**src/rtl/serial_addsub.sv**
```systemverilog
// Bit-serial adder/subtractor: STEP bits per clock, LSB first, with the
// carry/borrow held in a flop between steps; result, cout and ovf are latched on entry to DONE.
module serial_addsub #(
  parameter int WIDTH = 8,
  parameter int STEP  = 1
) (
  input  logic             clk,
  input  logic             rst,
  input  logic             start,
  input  logic             mode,
  input  logic [WIDTH-1:0] a,
  input  logic [WIDTH-1:0] b,
  output logic             busy,
  output logic             done,
  output logic [WIDTH-1:0] result,
  output logic             cout,
  output logic             ovf
);

  localparam int N  = WIDTH / STEP;
  localparam int CW = (N > 1) ? $clog2(N) : 1;

  typedef enum logic [1:0] {IDLE, RUN, DONE} state_t;

  state_t           state_q, state_d;
  logic [WIDTH-1:0] a_q, a_d;
  logic [WIDTH-1:0] b_q, b_d;
  logic [WIDTH-1:0] acc_q, acc_d;
  logic [WIDTH-1:0] result_q, result_d;
  logic [CW-1:0]    cnt_q, cnt_d;
  logic             mode_q, mode_d;
  logic             carry_q, carry_d;
  logic             a_msb_q, a_msb_d;
  logic             b_msb_q, b_msb_d;
  logic             cout_q, cout_d;
  logic             ovf_q, ovf_d;

  logic [STEP-1:0]  step_sum;
  logic [STEP:0]    chain;
  logic [WIDTH-1:0] acc_shift;
  logic             last_step;
  logic             res_msb;

  // Ripple chain across the STEP bits currently at the bottom of the operand shifters.
  assign chain[0] = carry_q;

  generate
    for (genvar gi = 0; gi < STEP; gi++) begin : g_bit
      logic x_bit, y_bit;
      assign x_bit        = a_q[gi];
      assign y_bit        = b_q[gi];
      assign step_sum[gi] = x_bit ^ y_bit ^ chain[gi];
      assign chain[gi+1]  = mode_q ? ((~x_bit & y_bit) | (~(x_bit ^ y_bit) & chain[gi]))
                                   : ((x_bit & y_bit) | ((x_bit ^ y_bit) & chain[gi]));
    end
  endgenerate

  // New step bits enter at the top so the accumulator is fully aligned after N steps.
  assign acc_shift = (acc_q >> STEP) | (WIDTH'(step_sum) << (WIDTH - STEP));
  assign last_step = (cnt_q == CW'(N - 1));
  assign res_msb   = acc_shift[WIDTH-1];

  always_comb begin
    state_d  = state_q;
    a_d      = a_q;
    b_d      = b_q;
    acc_d    = acc_q;
    result_d = result_q;
    cnt_d    = cnt_q;
    mode_d   = mode_q;
    carry_d  = carry_q;
    a_msb_d  = a_msb_q;
    b_msb_d  = b_msb_q;
    cout_d   = cout_q;
    ovf_d    = ovf_q;

    case (state_q)
      IDLE, DONE: begin
        state_d = IDLE;
        if (start) begin
          state_d = RUN;
          a_d     = a;
          b_d     = b;
          mode_d  = mode;
          a_msb_d = a[WIDTH-1];
          b_msb_d = b[WIDTH-1];
          acc_d   = '0;
          cnt_d   = '0;
          carry_d = 1'b0;
        end
      end
      RUN: begin
        a_d     = a_q >> STEP;
        b_d     = b_q >> STEP;
        acc_d   = acc_shift;
        carry_d = chain[STEP];
        cnt_d   = cnt_q + CW'(1);
        if (last_step) begin
          state_d  = DONE;
          cnt_d    = '0;
          result_d = acc_shift;
          cout_d   = chain[STEP];
          ovf_d    = (mode_q ? (a_msb_q != b_msb_q) : (a_msb_q == b_msb_q))
                     && (res_msb != a_msb_q);
        end
      end
      default: state_d = IDLE;
    endcase
  end

  always_ff @(posedge clk) begin
    if (rst) begin
      state_q  <= IDLE;
      a_q      <= '0;
      b_q      <= '0;
      acc_q    <= '0;
      result_q <= '0;
      cnt_q    <= '0;
      mode_q   <= 1'b0;
      carry_q  <= 1'b0;
      a_msb_q  <= 1'b0;
      b_msb_q  <= 1'b0;
      cout_q   <= 1'b0;
      ovf_q    <= 1'b0;
    end else begin
      state_q  <= state_d;
      a_q      <= a_d;
      b_q      <= b_d;
      acc_q    <= acc_d;
      result_q <= result_d;
      cnt_q    <= cnt_d;
      mode_q   <= mode_d;
      carry_q  <= carry_d;
      a_msb_q  <= a_msb_d;
      b_msb_q  <= b_msb_d;
      cout_q   <= cout_d;
      ovf_q    <= ovf_d;
    end
  end

  assign busy   = (state_q == RUN);
  assign done   = (state_q == DONE);
  assign result = result_q;
  assign cout   = cout_q;
  assign ovf    = ovf_q;

endmodule

```
**config.mk**
```make
export PLATFORM = sky130hd
export DESIGN_NAME = serial_addsub
export DESIGN_NICKNAME = d
export VERILOG_FILES = /design/src/rtl/serial_addsub.sv
export SDC_FILE = /design/constraint.sdc
export NUM_CORES = 1
export LEC_CHECK = 0
export BUFFER_PORTS_ARGS = -buffer_cell sky130_fd_sc_hd__buf_2
export CAP_MARGIN = 10
export CORE_MARGIN = 5
export CORE_UTILIZATION = 25
export DETAILED_ROUTE_END_ITERATION = 6
export HOLD_SLACK_MARGIN = 0.03
export MAX_ROUTING_LAYER = met4
export REMOVE_ABC_BUFFERS = 1
export SYNTH_ARGS = -nofsm -noshare
export SYNTH_HDL_FRONTEND = slang
export SYNTH_SLANG_ARGS = --single-unit
```
**constraint.sdc**
```tcl
create_clock -name clk -period 2.6 [get_ports clk]
set_clock_uncertainty 0.05 [all_clocks]
set_input_delay 0.52 -clock clk [delete_from_list [all_inputs] [get_ports clk]]
set_output_delay 0.52 -clock clk [all_outputs]
set_load 0.01 [all_outputs]
```
==> flow_metrics.env <==
export IMPL_drive_above_1_share=0.177
export IMPL_die_w_um=93.4
export IMPL_setup_viol=0
export IMPL_routedWlPerCell_um=11.1
export IMPL_startpoint="state_q[0]$_SDFFE_PP0P_"
export IMPL_r2r_slack_ps=1010
export IMPL_dr_first_iter_drc_count=86
export IMPL_cts_sinks=42
export IMPL_layout_nets=260
export IMPL_use_met3=0.0290
export IMPL_required_ps=2030
export IMPL_ys_types=24
export IMPL_slew_headroom=0.504
export IMPL_gr_usage_met1=0.108
export IMPL_top_usage_layer="met2"
export IMPL_crit_fanout=11
export IMPL_synthCells=212
export IMPL_clk_pin_slew_ps=70
export IMPL_die_h_um=93.4
export IMPL_pin_count=32
export IMPL_die_area_um2=8720
export IMPL_max_freq_mhz=570
export IMPL_grt_pass1_wl_um=6200
export IMPL_num_antenna_cells=0
export IMPL_synthArstFlopShare=0
export IMPL_start_util=0.256
export IMPL_row_count=30
export IMPL_grt_ovfl_total=0
export IMPL_hold_class="reg2reg"
export IMPL_yosys_area_top_type="dfxtp_1"
export IMPL_p_per_area_nw_per_um2=618
export IMPL_drv_cap=0
export IMPL_hold_viol=0
export IMPL_finalCriticalPeriod_ps=1760
export IMPL_finalWeightedCongestion=0.704
export IMPL_routed_via_count=1448
export IMPL_finalSetupTns_ps=0
export IMPL_ir_drop_v=0.000248
export IMPL_grt_met2_usage=0.144
export IMPL_drt_pass1_iter_count=4
export IMPL_end_kind="output port"
export IMPL_synth_area_leaders="dfxtp_1, nand2_1, a311oi_1, a21oi_1, nor2_1"
export IMPL_netlist_area_leader_share=0.484
export IMPL_grt_usage=0.0918
export IMPL_layout_commonest_cell="nand2_1"
export IMPL_synthFlopType="dfxtp_1"
export IMPL_critPathArrivalTime_ps=1190
export IMPL_totalWireLength_um=3690
export IMPL_hp_start="result[3]$_SDFFE_PP0P_"
export IMPL_rsz0062_at_grt="no"
export IMPL_post_route_period_util=0.675
export IMPL_finalMaxSlewViolations=0
export IMPL_clockRootBuffer="clkbuf_8"
export IMPL_h_tree_depth=2
export IMPL_startpoint_type="flip-flop"
export IMPL_synth_seq_cells=42
export IMPL_dp_final_hpwl_um=2420
export IMPL_r2r_start="cnt_q[0]$_SDFFE_PP0P_"
export IMPL_worst_pin_slew_ps=743
export IMPL_final_cell_mix="nand2_1, dfxtp_1, buf_2"
export IMPL_postCtsHoldBufs=0
export IMPL_cts_tree="built"
export IMPL_port_buffer_count=31
export IMPL_clockBufferDepth=2
export IMPL_critPathKind="reg2out"
export IMPL_power_leakage_nw=0.783
export IMPL_status="finished clean"
export IMPL_grt_max_degree=43
export IMPL_route_detailed_drc=0
export IMPL_final_antenna_net_count=0
export IMPL_synth_edf_count=0
export IMPL_antenna_found_initial=0
export IMPL_cts_resized=0
export IMPL_grt_pass1_vias=1413
export IMPL_syn_area_per_cell_um2=8.20
export IMPL_synth_area_um2=1740
export IMPL_vias_per_cell=4.35
export IMPL_ys_seq_area_frac=0.484
export IMPL_synthToLayoutAreaGrowth_pct=16.8
export IMPL_cts_buffers=5
export IMPL_ys_warn_count=0
export IMPL_insertion_delay_ps=290
export IMPL_whs_ps=402
export IMPL_place_area_um2=1940
export IMPL_core_area_um2=6790
export IMPL_fillers=757
export IMPL_post_cts_setup_buffers=0
export IMPL_design_area_um2=2030
-- worst max-delay path, cell delays in order, from the launching register on --
cell,delay [ps]
dfxtp_1,430
nand2b_1,110
inv_2,180
buf_2,180
-- cells by family (layout without fill, tap and decap cells) --
kind of cell | Yosys count | after routing | synth area share
AO/OA/AOI/OAI | 41 | 41 | 0.152
XOR/XNOR | 1 | 1 | 0.00504
adder cells (fa/ha/maj) | 4 | 4 | 0.0374
buffers and inverters | 21 | 46 | 0.0648
flip-flops | 42 | 42 | 0.484
multiplexers | 2 | 2 | 0.0115
AND/OR/NAND/NOR | 101 | 101 | 0.245
-- synthesized netlist by cell type, drive strengths merged (2+ instances only) --
cell and instances:
clkbuf 5, mux2i 2, inv 4, ha 2
dfxtp 42, a21oi 24, nand3 12, nor2 18
a311oi 14, nand2b 2, nor2b 4, nand3b 2
buf 12, fa 2, nand2 61
-- flip-flops by register name (all words and copies together) (netlist names) --
name and cells:
a_q 8, b_q 8, result 8, acc_q 7, cnt_q 3, state_q 2
a_msb_q 1, b_msb_q 1, carry_q 1, cout 1, mode_q 1, ovf 1
-- cell type report --
cell class | instances | area (um^2) | area share
clock buffer | 7 | 86.3 | 0.0425
clock inverter | 1 | 5.00 | 0.00247
inverter | 4 | 15.0 | 0.00740
multi-input combinational | 149 | 785 | 0.387
sequential | 42 | 841 | 0.414
tap | 96 | 120 | 0.0592
timing repair buffer | 34 | 178 | 0.0875
-- power by group --
part	total [W]	switching, W	leakage [nW]	internal [W]
combinational	0.000138	0.0000852	0.392	0.0000529
sequential	0.000692	0.0000181	0.343	0.000674
clock	0.000425	0.000211	0.0482	0.000214
total	0.00125	0.000314	0.783	0.000941
-- per-stage QoR --
stage	total power (W)	setup slack, ps	util	std cells
global route	0.00132	730	0.299	333
floorplan	0.000790	615	-	195
global placement	0.000843	1100	0.285	325
CTS	0.00128	809	0.299	333
finish	0.00125	844	0.299	333
detailed placement	0.000846	1010	0.285	325
-- path summary, 6_finish.rpt --
| check | depth (start not counted) | endpoint |
|---|---|---|
| max reg2reg | 5 | ovf$_SDFFE_PP0P_ |
| min reg2reg | 2 | result[3]$_SDFFE_PP0P_ |
| max | 3 | busy |
| min | 2 | result[3]$_SDFFE_PP0P_ |
-- metal layers --
metal	wire length, um	vias up
li1	-	757
met1	1750	648
met2	1630	35
met3	233	8
met4	74	0
met5	0	-
No activity file was read; power rests on OpenSTA's default activity.
